===== src/rtl/core_pkg.sv =====
// core_pkg: shared fetch-path types and defaults.
// Imported by the fetch unit and its instruction buffer.
package core_pkg;

  localparam int XLEN = 32;
  localparam logic [XLEN-1:0] RESET_PC = 32'h0000_0000;

  typedef enum logic [1:0] {
    BOOT,
    FETCH,
    FLUSH
  } fetch_state_e;

  typedef struct packed {
    logic [XLEN-1:0] instr;
    logic [XLEN-1:0] pc;
  } fetch_entry_t;

endpackage


===== src/rtl/fetch_fifo.sv =====
// fetch_fifo: small instruction buffer of fetch entries.
// Flush wins over push and pop in the same cycle.
module fetch_fifo
  import core_pkg::*;
#(
  parameter int DEPTH = 2,
  localparam int AW = $clog2(DEPTH)
) (
  input  logic         clk_i,
  input  logic         rst_ni,
  input  logic         push_i,
  input  fetch_entry_t entry_i,
  input  logic         pop_i,
  input  logic         flush_i,
  output fetch_entry_t head_o,
  output logic [AW:0]  count_o,
  output logic         full_o,
  output logic         empty_o
);

  fetch_entry_t mem_q [DEPTH];
  logic [AW-1:0] wr_q;
  logic [AW-1:0] rd_q;
  logic [AW:0]   cnt_q;
  logic          do_push;
  logic          do_pop;

  assign full_o  = (cnt_q == (AW+1)'(DEPTH));
  assign empty_o = (cnt_q == '0);
  assign count_o = cnt_q;
  assign head_o  = mem_q[rd_q];
  assign do_push = push_i && !full_o;
  assign do_pop  = pop_i && !empty_o;

  // pointers and occupancy; flush empties the buffer
  always_ff @(posedge clk_i or negedge rst_ni) begin
    if (!rst_ni) begin
      wr_q  <= '0;
      rd_q  <= '0;
      cnt_q <= '0;
    end else if (flush_i) begin
      wr_q  <= '0;
      rd_q  <= '0;
      cnt_q <= '0;
    end else begin
      if (do_push) wr_q <= wr_q + AW'(1);
      if (do_pop)  rd_q <= rd_q + AW'(1);
      cnt_q <= cnt_q + (AW+1)'(do_push)
                     - (AW+1)'(do_pop);
    end
  end

  // entry storage, cleared on reset so the head reads zero
  always_ff @(posedge clk_i or negedge rst_ni) begin
    if (!rst_ni) begin
      for (int i = 0; i < DEPTH; i++) mem_q[i] <= '0;
    end else if (do_push && !flush_i) begin
      mem_q[wr_q] <= entry_i;
    end
  end

endmodule


===== src/rtl/pc_fetch_unit.sv =====
// pc_fetch_unit: fetch PC, imem req/gnt/rvalid handshake,
// redirect handling with stale-response dropping.
module pc_fetch_unit
  import core_pkg::*;
#(
  parameter int              XLEN       = core_pkg::XLEN,
  parameter logic [XLEN-1:0] RESET_PC   = core_pkg::RESET_PC,
  parameter int              FIFO_DEPTH = 2
) (
  input  logic            clk_i,
  input  logic            rst_ni,
  input  logic            redirect_valid_i,
  input  logic [XLEN-1:0] redirect_pc_i,
  output logic            imem_req_o,
  output logic [XLEN-1:0] imem_addr_o,
  input  logic            imem_gnt_i,
  input  logic            imem_rvalid_i,
  input  logic [XLEN-1:0] imem_rdata_i,
  output logic            instr_valid_o,
  output logic [XLEN-1:0] instr_o,
  output logic [XLEN-1:0] instr_pc_o,
  input  logic            instr_ready_i,
  output logic            misaligned_o
);

  localparam int CW = $clog2(FIFO_DEPTH) + 1;

  fetch_state_e    state_q, state_d;
  logic [XLEN-1:0] pc_q;
  logic [XLEN-1:0] rsp_pc_q;
  logic [CW-1:0]   out_q;
  logic [CW-1:0]   drop_q;
  logic [CW-1:0]   drop_next;
  logic [CW-1:0]   fifo_cnt;
  logic [XLEN-1:0] tgt;
  logic            fifo_full;
  logic            fifo_empty;
  logic            redirect;
  logic            credit;
  logic            req_raw;
  logic            fire;
  logic            drop_rsp;
  logic            push;
  logic            pop;
  fetch_entry_t    head;

  assign misaligned_o = redirect_valid_i && redirect_pc_i[1];
  assign redirect     = redirect_valid_i && !redirect_pc_i[1];
  assign tgt          = {redirect_pc_i[XLEN-1:2], 2'b00};

  assign credit  = !fifo_full &&
                   ((out_q + fifo_cnt) < CW'(FIFO_DEPTH));
  assign req_raw = (state_q == FETCH) && credit;
  assign fire    = req_raw && imem_gnt_i;

  assign imem_req_o  = req_raw && !redirect_valid_i;
  assign imem_addr_o = pc_q;

  assign drop_rsp  = imem_rvalid_i && (drop_q != '0);
  assign push      = imem_rvalid_i && !drop_rsp;
  assign pop       = instr_valid_o && instr_ready_i;
  assign drop_next = out_q + CW'(fire) - CW'(imem_rvalid_i);

  assign instr_valid_o = !fifo_empty;
  assign instr_o       = head.instr;
  assign instr_pc_o    = head.pc;

  // state register
  always_ff @(posedge clk_i or negedge rst_ni) begin
    if (!rst_ni) state_q <= BOOT;
    else         state_q <= state_d;
  end

  // next state: boot once, flush until stale responses drain
  always_comb begin
    state_d = state_q;
    unique case (state_q)
      BOOT:    state_d = FETCH;
      FETCH:   state_d = FETCH;
      FLUSH:   if (drop_rsp && drop_q == CW'(1))
                 state_d = FETCH;
      default: state_d = BOOT;
    endcase
    if (redirect)
      state_d = (drop_next != '0) ? FLUSH : FETCH;
  end

  // fetch pc, response pc, in-flight and drop counters
  always_ff @(posedge clk_i or negedge rst_ni) begin
    if (!rst_ni) begin
      pc_q     <= RESET_PC;
      rsp_pc_q <= RESET_PC;
      out_q    <= '0;
      drop_q   <= '0;
    end else begin
      out_q <= drop_next;
      unique case (1'b1)
        redirect: begin
          pc_q     <= tgt;
          rsp_pc_q <= tgt;
          drop_q   <= drop_next;
        end
        default: begin
          if (fire)     pc_q     <= pc_q + XLEN'(4);
          if (push)     rsp_pc_q <= rsp_pc_q + XLEN'(4);
          if (drop_rsp) drop_q   <= drop_q - CW'(1);
        end
      endcase
    end
  end

  fetch_fifo #(
    .DEPTH (FIFO_DEPTH)
  ) u_fifo (
    .clk_i   (clk_i),
    .rst_ni  (rst_ni),
    .push_i  (push),
    .entry_i ('{instr: imem_rdata_i, pc: rsp_pc_q}),
    .pop_i   (pop),
    .flush_i (redirect),
    .head_o  (head),
    .count_o (fifo_cnt),
    .full_o  (fifo_full),
    .empty_o (fifo_empty)
  );

endmodule

===== config.mk =====
export PLATFORM = sky130hd
export DESIGN_NAME = pc_fetch_unit
export DESIGN_NICKNAME = d
export VERILOG_FILES = /design/src/rtl/core_pkg.sv /design/src/rtl/fetch_fifo.sv /design/src/rtl/pc_fetch_unit.sv
export SDC_FILE = /design/constraint.sdc
export NUM_CORES = 1
export LEC_CHECK = 0
export CAP_MARGIN = 20
export CELL_PAD_IN_SITES_DETAIL_PLACEMENT = 1
export CELL_PAD_IN_SITES_GLOBAL_PLACEMENT = 1
export CORE_MARGIN = 2
export CORE_UTILIZATION = 42
export CTS_CLUSTER_DIAMETER = 80
export DETAILED_ROUTE_END_ITERATION = 12
export GPL_ROUTABILITY_DRIVEN = 0
export PLACE_DENSITY_LB_ADDON = 0.1
export SYNTH_ARGS = -nofsm -noshare
export SYNTH_HDL_FRONTEND = slang
export SYNTH_SLANG_ARGS = --single-unit

===== constraint.sdc =====
create_clock -name clk_i -period 3.6 [get_ports clk_i]
set_clock_uncertainty 0.2 [all_clocks]
set_input_delay 0.72 -clock clk_i [delete_from_list [all_inputs] [get_ports clk_i]]
set_output_delay 0.72 -clock clk_i [all_outputs]
set_load 0.01 [all_outputs]

======== Yosys cells after proc, flatten, opt, wreduce, memory -nomap -nowiden ========
Cells that the tools add are included.
storage, ports and cells
  output and inout bits ................... 99
  bits in registers ....................... 202
cells by class
  bitwise logic cells ..................... 2
  reduce and logical (&&, ||, !) cells .... 30
  $add $sub $neg .......................... 10
  mux-type cells .......................... 21
  eq/ne operators ......................... 5
  $lt $le $gt $ge ......................... 4
operators by type and width
  cell                   count
  $mux 64                4
  $bwmux 128             1
  $mux 32                4
  $add 32x3->32 const B  2
  $demux 64 s1           1
  $logic_and 1x1->1      14
  $reduce_bool 2->1      7
  $mux 2                 6
  $logic_not 1->1        6
  $add 2x1->2            2
  $eq 2x1->1 const B     2
  $eq 2x2->1 const B     2
  $ge 2x2->1 const B     2
  $logic_not 2->1        2
  $mux 1                 4
  $not 1->2              2
  $pmux 2 s2             1
  $sub 2x1->2            2
  $ne 3x2->1 const B     1
  $add 1x1->1 const B    2
  $add 2x2->2            1
  $lt 2x1->1 const B     1
  $lt 2x2->1 const B     1
  $reduce_or 2->1        1
  $sub 2x1->2 const B    1

======== Logic depth before layout (Yosys ltp) ========
  word-level depth ........................ 10
  mapped depth ............................ 12
  gate-level depth less buffers ........... 11

======== Hierarchy ========
A second synthesis with hierarchy kept.
unflattened totals
  cells, all modules ...................... 756
  area, all modules ....................... 9362.7 um^2
by module, submodules not included
  module         cells an instance  times used  area an instance (um^2)
  fetch_fifo     365                1           5743.0
  pc_fetch_unit  391                1           3619.7

======== Worst setup path before layout ========
OpenSTA, ideal clock, no wires.
  kind .................................... reg2reg
  start point ............................. register u_fifo.cnt_q[1] (netlist: u_fifo.count_o[1])
  end point ............................... register state_q[0]
  path buffers ............................ 1
  period minus slack after synthesis ...... 2.663 ns
  arrival ................................. 2.381 ns
  stages on the path, launching flop included .. 13
  slack ................................... 0.937 ns
  library setup time ...................... 0.082 ns
  required time ........................... 3.318 ns
  path through ............................ dfrtp_1 -> and4b_1 -> a311o_1 -> clkbuf_1 -> nand2_1 -> ha_1 -> inv_1 -> ha_1 -> xnor2_1 -> xnor2_1 -> o21ai_0 -> nand2_1 -> a31oi_1
on the way
  word-level cells in the longest chain between the ends .. 10
  elaborated cells on any way between the ends .. 12
ends and longest elaborated chain
  element                                               line                                      RTL
  from (decl)                                           fetch_fifo.sv:24                          logic [AW:0] cnt_q;
  from (signal assigned)                                fetch_fifo.sv:48                          cnt_q <= cnt_q + (AW+1)'(do_push)
  $add 2x2->2 / $eq 2x2->1 (equally long branches)      pc_fetch_unit.sv:52, fetch_fifo.sv:28
  $lt 2x2->1 / $logic_not 1->1 (equally long branches)  pc_fetch_unit.sv:52, pc_fetch_unit.sv:51
  $logic_and 1x1->1 *                                   pc_fetch_unit.sv:51                       assign credit = !fifo_full &&
  $logic_and 1x1->1 *                                   pc_fetch_unit.sv:53                       assign req_raw = (state_q == FETCH) && credit;
  $logic_and 1x1->1 *                                   pc_fetch_unit.sv:54                       assign fire = req_raw && imem_gnt_i;
  $add 2x1->2 *                                         pc_fetch_unit.sv:62                       assign drop_next = out_q + CW'(fire) - CW'(imem_rvalid_i);
  $sub 2x1->2 *                                         pc_fetch_unit.sv:62
  net drop_next[1]                                      pc_fetch_unit.sv:33                       logic [CW-1:0] drop_next;
  $reduce_bool 2->1 *                                   pc_fetch_unit.sv:85                       state_d = (drop_next != '0) ? FLUSH : FETCH;
  $mux 2 *                                              pc_fetch_unit.sv:85
  $mux 2 *                                              pc_fetch_unit.sv:84                       if (redirect)
  to (signal assigned)                                  pc_fetch_unit.sv:71                       else state_q <= state_d;
  to (decl)                                             pc_fetch_unit.sv:28                       fetch_state_e state_q, state_d;
Mark *: on every way through the listed nets, which the timed path passes. The rest lies on a longest branch.
A chain may end at the register's enable or synchronous reset.

======== Final worst setup path ========
  start point ............................. register u_fifo.cnt_q[1] (netlist: u_fifo.count_o[1])
  end point ............................... output imem_req_o
on the way
  word-level cells in the longest chain between the ends .. 5
  elaborated cells on any way between the ends .. 7
ends and longest elaborated chain
  element                                               line                                      RTL
  $add 2x2->2 / $eq 2x2->1 (equally long branches)      pc_fetch_unit.sv:52, fetch_fifo.sv:28
  $lt 2x2->1 / $logic_not 1->1 (equally long branches)  pc_fetch_unit.sv:52, pc_fetch_unit.sv:51
  $logic_and 1x1->1 *                                   pc_fetch_unit.sv:51
  $logic_and 1x1->1 *                                   pc_fetch_unit.sv:53
  $logic_and 1x1->1 *                                   pc_fetch_unit.sv:56                       assign imem_req_o = req_raw && !redirect_valid_i;
  to (decl)                                             pc_fetch_unit.sv:14                       output logic imem_req_o,
Every way passes the cells marked *; elsewhere a longest branch is shown, timed or not.

==> results.cfg <==
[outcome]
status = completed

[clock_tree]
cts_buffers = 17
max-clock-path-buffers = 2
postCtsHoldBufs = 0
path_clk_slew_ns = 0.07
cts_tree = built
clock_sinks = 194
cts_resized = 0
postCtsSetupRepairBufs = 0
clkLatencyLatePin_ns = 0.43
htree_levels = 4
cts_root_buffer = clkbuf_16

[synth]
ys_seq_elements = 194
synth.avg_cell_area_um2 = 12.2
netlist.area_leader.share_pct = 53.2
yosysSeqAreaShare_pct = 53.2
synthCells = 747
syn_area_um2 = 9130
synth_top_cell_by_area = dfrtp_1
synth.distinct_cells = 48
async_flop_share_pct = 100
synth_edf_count = 0
synth.area.top_cells = dfrtp_1 53%, mux2_2 22%, xnor2_1 3.0%
synthFlopType = dfrtp_1
yosysWarnings = 0

[finish]
postLayoutCoreUtil_pct = 55.7
final_area_um2 = 11800
fin_nets = 982
area_delta_synth_final_pct = 29.0
multiInputGateArea_um2 = 4080
final_cell_mix = 193 x dfrtp_1, 179 x mux2_2, 162 x clkdlybuf4s50_1, 44 x nor2_1, 41 x a21oi_1
regArea_um2 = 4860
layout_commonest_cell = dfrtp_1
antennaDiodeCount = 0
fill_cells = 2125
drive_gt1_share_pct = 26.5

[worst_setup_path]
path_cells = and4b_1, a311o_1, buf_4, nor4bb_1, clkdlybuf4s50_1
endpoint_kind = output pin
crit_arrival_ns = 2.36
path_max_fanout = 13
start_kind = flop
crit_slowest_cell = clkdlybuf4s50_1
r2r.worst_path.cells = 12
path_depth = 5
setup.worst_path.class = flop to output pin
crit_family = buffers and inverters
worst-path-buf-inv = 2
max_stage_delay_ns = 0.58
critical_path_required_ns = 2.68

[power]
power.leakage_nw = 4.83
ir_drop_mv = 0.359
power_density_nw_per_um2 = 806

[global_route]
grt_start_max_net_pins = 99
grt_pass1_wl_mm = 37.2
grt_usage_pct = 20.9
grt_pass1_vias = 7160
overflow = 0
antenna_found_initial = 0

[placed_design]
postPlaceCellArea_um2 = 11100
dp_hpwl_mm = 16.4
numPortBuffers = 163
pre_cts_ws_ns = 0.345

[timing]
final-max-slew-violation-count = 0
max_freq_mhz = 305
finalHoldViolCount = 0
fin_setup_tns_ns = 0
finalCritPeriodShare_pct = 91.1
fin_ws_ns = 0.321
grt_setup_unrepaired = no
setup_viol = 0
fin_crit_ns = 3.28
max-slew-margin-rel_pct = 36.2
tightest_slew_ns = 0.957

[route]
route.vias.total = 6392
wl_mm = 23.1
wl_per_cell_um = 19.4
drtAntennaViolNets = 0
drc = 0
vias_per_cell = 5.36
dr.pass1.iters = 4
drt-initial-drc-count = 178

[floorplan]
die_h_um = 151
die-area_um2 = 22900
start_util_pct = 43.2
fp.dieW_um = 151
rows = 53
io_pins = 169
core_area_um2 = 21200

[worst_hold_path]
min_path_type = primary input to async pin

[run]
maxCapViolCount = 0
[final timing paths]
path / slack [ns] / to / start
max: 0.32 / imem_req_o / u_fifo.count_o[1]
min in group clk_i: 0.28 / u_fifo.mem_q[18] / u_fifo.mem_q[18]
min reg2reg: 0.28 / u_fifo.mem_q[18] / u_fifo.mem_q[18]
max reg2reg: 0.67 / state_q[0] / u_fifo.count_o[1]
min: 0.18 / u_fifo.mem_q[121] / rst_ni
max in group asynchronous: 2.13 / u_fifo.mem_q[77] / rst_ni
[routing by layer]
layer,vias up,track usage [%],routed length [µm]
li1,2987,-,-
met1,3254,28.1,10700
met2,129,35.2,11300
met3,22,3.59,797
met4,0,5.61,297
met5,-,0,0
[power breakdown]
| part | internal [mW] | total (mW) | switching (mW) | leakage [nW] |
|---|---|---|---|---|
| Sequential | 3.01 | 3.58 | 0.576 | 2.31 |
| Combinational | 2.32 | 3.88 | 1.56 | 2.22 |
| Clock | 1.19 | 2.03 | 0.841 | 0.305 |
| Total | 6.52 | 9.50 | 2.98 | 4.83 |
[final cells by class]
| class | count | share of cell area [%] |
|---|---|---|
| multi-input cells | 505 | 34.7 |
| clock inverters | 14 | 1.69 |
| inverters | 9 | 0.287 |
| flip-flops and latches | 194 | 41.2 |
| well taps | 275 | 2.92 |
| clock buffers | 18 | 3.73 |
| repair buffers | 177 | 15.5 |
[flip-flops by register name (all words and copies together), names as in the netlist]
| signal | cells |
|---|---|
| out_q | 2 |
| u_fifo.wr_q | 1 |
| u_fifo.mem_q | 124 |
| imem_addr_o | 30 |
| u_fifo.count_o | 2 |
| u_fifo.rd_q | 1 |
| rsp_pc_q | 30 |
| state_q | 2 |
| drop_q | 2 |
[synth_stat cells, types with 2 or more instances]
cell,n
nand4_2,3
or3_1,11
a21oi_1,41
ha_1,8
mux2_2,179
mux2i_1,2
and2_1,5
buf_4,4
inv_1,9
nor3_1,7
buf_1,8
nor4_1,6
mux2_1,5
nor2_1,44
dfrtp_1,194
xor2_1,16
or3_2,3
nand2_1,26
nand4_1,13
buf_2,13
clkbuf_1,16
or4_1,4
nor2b_1,2
nand3_1,21
and4_1,6
or2_2,2
xnor2_1,31
a31oi_1,20
o21ai_0,19
and3_1,8
o31ai_1,4
[kinds of logic (layout without fill, tap and decap cells)]
family | Yosys count | in the layout | synth area share, %
buffers and inverters | 51 | 218 | 2.45
AO/OA/AOI/OAI | 88 | 88 | 5.40
flip-flops | 194 | 194 | 53.2
multiplexers | 186 | 186 | 22.9
other | 1 | 4 | 0.0411
adder cells (fa/ha/maj) | 8 | 8 | 1.10
AND/OR/NAND/NOR | 172 | 172 | 10.4
XOR/XNOR | 47 | 47 | 4.51
[through the flow]
| step | hold slack [ns] | total power [mW] | cells |
|---|---|---|---|
| 6_report | 0.178 | 9.50 | 1192 |
| 3_3_place_gp | 0.257 | 7.30 | 1160 |
| 3_5_place_dp | 0.265 | 7.54 | 1160 |
| 2_1_floorplan | 0.224 | 5.63 | 750 |
| 5_1_grt | 0.227 | 10.1 | 1192 |
| 4_1_cts | 0.201 | 9.61 | 1192 |
Power figures use the tool's default switching activity.
==> RTL edit 1 (same flow settings) <==
Re-encode `fetch_state_e` (3 states) as one-hot, 3 bits wide.
--- a/src/rtl/core_pkg.sv
+++ b/src/rtl/core_pkg.sv
@@ -7,6 +7,6 @@
 
-  typedef enum logic [1:0] {
-    BOOT,
-    FETCH,
-    FLUSH
+  typedef enum logic [2:0] {
+    BOOT  = 3'b001,
+    FETCH = 3'b010,
+    FLUSH = 3'b100
   } fetch_state_e;
Behaviour: same outputs for any inputs over 4 cycles, from zero or initial values and one cycle with rst_ni low; so few cycles prove little.
==> RTL edit 1 against the original RTL <==
- combinational power grew 2%
- register-to-register slack got worse by 160 ps
- routed wire length up 5.1%
- synthesized area increased by 2.2%
- worst setup slack worse by 65 ps
- final area is 1.0% higher
- via count rose by 5.4%
- sequential cell count rose by 1
- power grew 0.33%
- critical endpoint unchanged
- highest routed layer unchanged
==> RTL edit 1: results (changes against the original RTL) <==
[synth]
synthDistinctLibCells = 49  ; +2.1%
synth_fa_ha_area_share_pct = 1.07  ; -0.023 points
synth.top_cells.by_area = dfrtp_1 (52%), mux2_2 (22%), xor2_1 (2.5%)
ys.flop_type = dfrtp_1
yosysSeqAreaShare_pct = 52.3  ; -0.84 points
synth_top_family_by_area = multiplexers
synthXorXnorAreaFrac_pct = 4.31  ; -0.20 points
yosys_warnings = 0  ; unchanged
async_reset_ff_share_pct = 100  ; unchanged
yosys-top-cells-count = dfrtp_1 (194), mux2_2 (181), nor2_1 (51)
synth_mux_area_share_pct = 22.7  ; -0.25 points
synth-compound-area-share_pct = 5.03  ; -0.37 points
syn_avg_cell_area_um2 = 12.1  ; -1.0%

[timing]
fin_hold_ws_ps = 90.5  ; -87.2 ps
worst_slew_pin_slew_ps = 721  ; -236 ps

[clocking]
htree_levels = 4  ; unchanged
cts_root_buf = clkbuf_16
clk_latency_ps = 440
cts_setup_buffers = 0  ; unchanged
numCtsBuffers = 17  ; unchanged
postCtsResizedCells = 0  ; unchanged
cts_buffer_depth = 2  ; unchanged
path_clk_slew_ps = 80

[detailed_routing]
vias = 6734  ; +5.4%
drt_iter0_markers = 253  ; +42%
routed_wl_um = 24300  ; +5.1%
dr.pass1.iters = 4  ; unchanged

[layout]
regMostFlops = u_fifo.mem_q
drive_above_1_share_pct = 25.9  ; -0.60 points
diodes = 0  ; unchanged
nNetsFinal = 1007  ; +2.5%
largest_reg_flops = 124  ; unchanged
fillers = 2267  ; +6.7%

[global_routing]
grt_pass1_wl_um = 40000  ; +7.4%
grt-ovfl-total = 0  ; unchanged
antenna_found_initial = 0  ; unchanged
grt_pass1_vias = 7536  ; +5.3%
grt_usage_pct = 21.3  ; +0.39 points
grt_max_degree = 92  ; -7.1%

[pwr]
internal_power_uw = 6420  ; -1.4%
ir_drop_v = 0.000335  ; -6.7%
p_leak_uw = 0.00486  ; +0.72%

[critical_path]
reg2reg_slack_ps = 510  ; -160 ps
critPathSlowestCell = xnor2_2
endpoint = imem_req_o
slowest_delay_ps = 580  ; about the same
crit_start = u_fifo.count_o[1]
critical_path.max_fanout = 15  ; +2
crit_arrival_ps = 2420  ; +60 ps
ff2ff_path_depth = 11  ; -1
rr_endpoint = state_q[1]

[worst_hold_path]
hp-class = in2async

[place]
io_buffers = 163  ; unchanged
hpwl_um = 17000  ; +4.2%

[run_status]
status = complete, no violations

RTL edit 1: routing by layer:
metal  track usage [%]  part of all wire (%)
met5                 0                     0
met1              28.7                    46
met2              35.7                    50
met4              5.34                  0.95
met3              4.05                   3.5
RTL edit 1: stage by stage:
| stage | cell area [um2] | util, % | worst slack (ps) | total power, uW | instances |
|---|---|---|---|---|---|
| after floorplan | 9340 | - | 1170 | 5810 | 774 |
| after global placement | 11300 | 51.9 | 557 | 7480 | 1190 |
| after detailed placement | 11300 | 51.9 | 484 | 7710 | 1190 |
| after CTS | 11900 | 54.5 | 223 | 9660 | 1222 |
| after global routing | 11900 | 54.5 | 84.7 | 10100 | 1222 |
| final | 11900 | 54.5 | 255 | 9530 | 1222 |
RTL edit 1: logic make-up after synthesis:
group	Yosys count
simple gates	201
flops	195
mux	188
compound gates	82
buf+inv	51
xor+xnor	45
fa+ha+maj	8
other cells	1
RTL edit 1: cell type report:
class | instances | area (um2) | share of cell area, %
Clock buffer | 19 | 443 | 3.72
Multi-Input combinational cell | 528 | 4230 | 35.6
Tap cell | 280 | 350 | 2.94
Clock inverter | 13 | 141 | 1.19
Timing Repair Buffer | 177 | 1820 | 15.3
Inverter | 10 | 37.5 | 0.315
Sequential cell | 195 | 4880 | 41.0
RTL edit 1: critical path: cells and delay by family (launching register included):
kind	cells	cell delay (ps)
buffers and inverters	1	550
AND/OR/NAND/NOR	2	240
flip-flops	1	430
XOR/XNOR	2	760
RTL edit 1: power groups by stage:
stage	clock, uW	combinational, uW	sequential [uW]
final	1900	3940	3690
after global placement	0	3850	3630
after floorplan	0	2310	3510
after CTS	1960	4010	3690
after global routing	2040	4250	3830
after detailed placement	0	3980	3730
==> RTL edit 2 (config.mk and constraints unchanged) <==
Made on the original files. Set the package constant `XLEN` to 24 (it was 32).
--- a/src/rtl/core_pkg.sv
+++ b/src/rtl/core_pkg.sv
@@ -4,3 +4,3 @@
 
-  localparam int XLEN = 32;
+  localparam int XLEN = 24;
   localparam logic [XLEN-1:0] RESET_PC = 32'h0000_0000;
Interface: changed (5 resized); port bits go from 169 to 129. No check against the original RTL was run, so the function may have changed too.
==> RTL edit 2 against the original RTL <==
- die area is 24% lower
- final area is 23% lower
- clock power shrank 10%
- power shrank 20%
- register-to-register slack better by 80 ps
- global-route usage shrank 0.33 points
- routed wire length down 27%
- synthesized area is 24% lower
- worst setup slack better by 160 ps
- sequential cell count down 48
- critical endpoint is now instr_pc_o[10]
==> RTL edit 2: results (changes against the original RTL) <==
[layout]
finish.utilization_pct = 56.6  ; +0.85 points
largest_reg_flops = 92  ; -26%
drive_above_1_share_pct = 26.8  ; +0.32 points
nNetsFinal = 750  ; -24%
fillers = 1616  ; -24%

[global_routing]
grt_usage_pct = 20.6  ; -0.33 points
grt_pass1_vias = 5511  ; -23%
grt_pass1_wl_um = 28500  ; -23%
grt_max_degree = 84  ; -15%

[detailed_routing]
avgViaCountPerCell = 5.25  ; -2.1%
drt_iter0_markers = 187  ; +5.1%
wire_per_inst_um = 18.4  ; -4.9%
ant_nets = 0  ; unchanged

[critical_path]
reg2reg_slack_ps = 750  ; +80 ps
crit_arrival_ps = 2200  ; -160 ps
critical_path.max_fanout = 34  ; +21

[synth]
yosys-top-cells-count = dfrtp_1 (146), mux2_2 (137), a21oi_1 (41)
yosysSeqAreaShare_pct = 53.0  ; -0.20 points
synthDistinctLibCells = 37  ; -23%
syn_inst = 565  ; -24%
synth.top_cells.by_area = dfrtp_1 (53%), mux2_2 (22%), xnor2_1 (3.8%)

[place]
place_area_um2 = 8390  ; -25%
hpwl_um = 11700  ; -29%
io_buffers = 123  ; -25%

[pwr]
p_leak_uw = 0.00367  ; -24%
internal_power_uw = 5210  ; -20%
ir_drop_v = 0.000382  ; +6.4%

[timing]
slew_headroom_pct = 47.9  ; +12 points

[run_status]
status = complete, no violations

==> RTL edit 2: cell count changes in the layout (fill, tap and decap cells not counted), moves of 10 or more <==
cell,change
a31oi_1,-15
clkdlybuf4s50_1,-40
dfrtp_1,-48
mux2_2,-42
nand3_1,-10
nor2_1,-10
o21ai_0,-15
or3_1,-11
==> RTL edit 2: cell type report <==
cell class	count	share of cell area (%)
clock buffers	20	5.18
flip-flops and latches	146	40.5
inverters	8	0.333
clock inverters	12	1.73
well taps	216	3.00
multi-input cells	382	34.3
repair buffers	133	14.9
==> RTL edit 2: metal layers <==
layer | vias to the layer above | track usage (%) | wire, um
li1 | 2252 | - | -
met1 | 2425 | 26.5 | 7650
met4 | 0 | 5.37 | 215
met3 | 13 | 5.11 | 732
met5 | - | 0 | 0
met2 | 123 | 34.8 | 8300
==> RTL edit 2: worst max-delay path: stages, from the launching register on <==
cell	delay, ps
dfrtp_2	600
buf_12	280
mux2_2	360
clkdlybuf4s50_1	530
==> RTL edit 2: worst max path at each step <==
stage          slack, ps              start  cells past startpoint          endpoint
6_report             480        u_fifo.rd_q                      3    instr_pc_o[10]
5_1_grt              390        u_fifo.rd_q                      3    instr_pc_o[11]
4_1_cts              450        u_fifo.rd_q                      3     instr_pc_o[8]
3_5_place_dp         430      imem_rvalid_i                      6  u_fifo.mem_q[47]
3_3_place_gp         470      imem_rvalid_i                      6  u_fifo.mem_q[47]
2_1_floorplan        900  u_fifo.count_o[1]                     12        state_q[0]
==> RTL edit 2: per-stage QoR <==
stage | power (uW) | hold slack, ps | instances | setup WS, ps
floorplan | 4360 | 224 | 568 | 902
detailed placement | 5800 | 270 | 885 | 431
global placement | 5620 | 260 | 885 | 468
CTS | 7680 | 180 | 917 | 449
finish | 7580 | 137 | 917 | 483
global route | 8040 | 189 | 917 | 388
==> RTL edit 2: logic make-up after synthesis <==
logic type	share of synthesized area, %
AND/OR/NAND/NOR	10.0
flip-flops	53.0
adder cells (fa/ha/maj)	1.45
other	0.0544
XOR/XNOR	5.71
multiplexers	22.7
AO/OA/AOI/OAI	4.59
buffers and inverters	2.54
==> RTL edit 2: power groups by stage <==
| stage | Combinational, uW | Clock, uW | Sequential (uW) |
|---|---|---|---|
| after global placement | 2910 | 0 | 2720 |
| after detailed placement | 3010 | 0 | 2790 |
| after CTS | 3040 | 1870 | 2780 |
| after global routing | 3230 | 1930 | 2870 |
| final | 2990 | 1820 | 2770 |
| after floorplan | 1750 | 0 | 2610 |
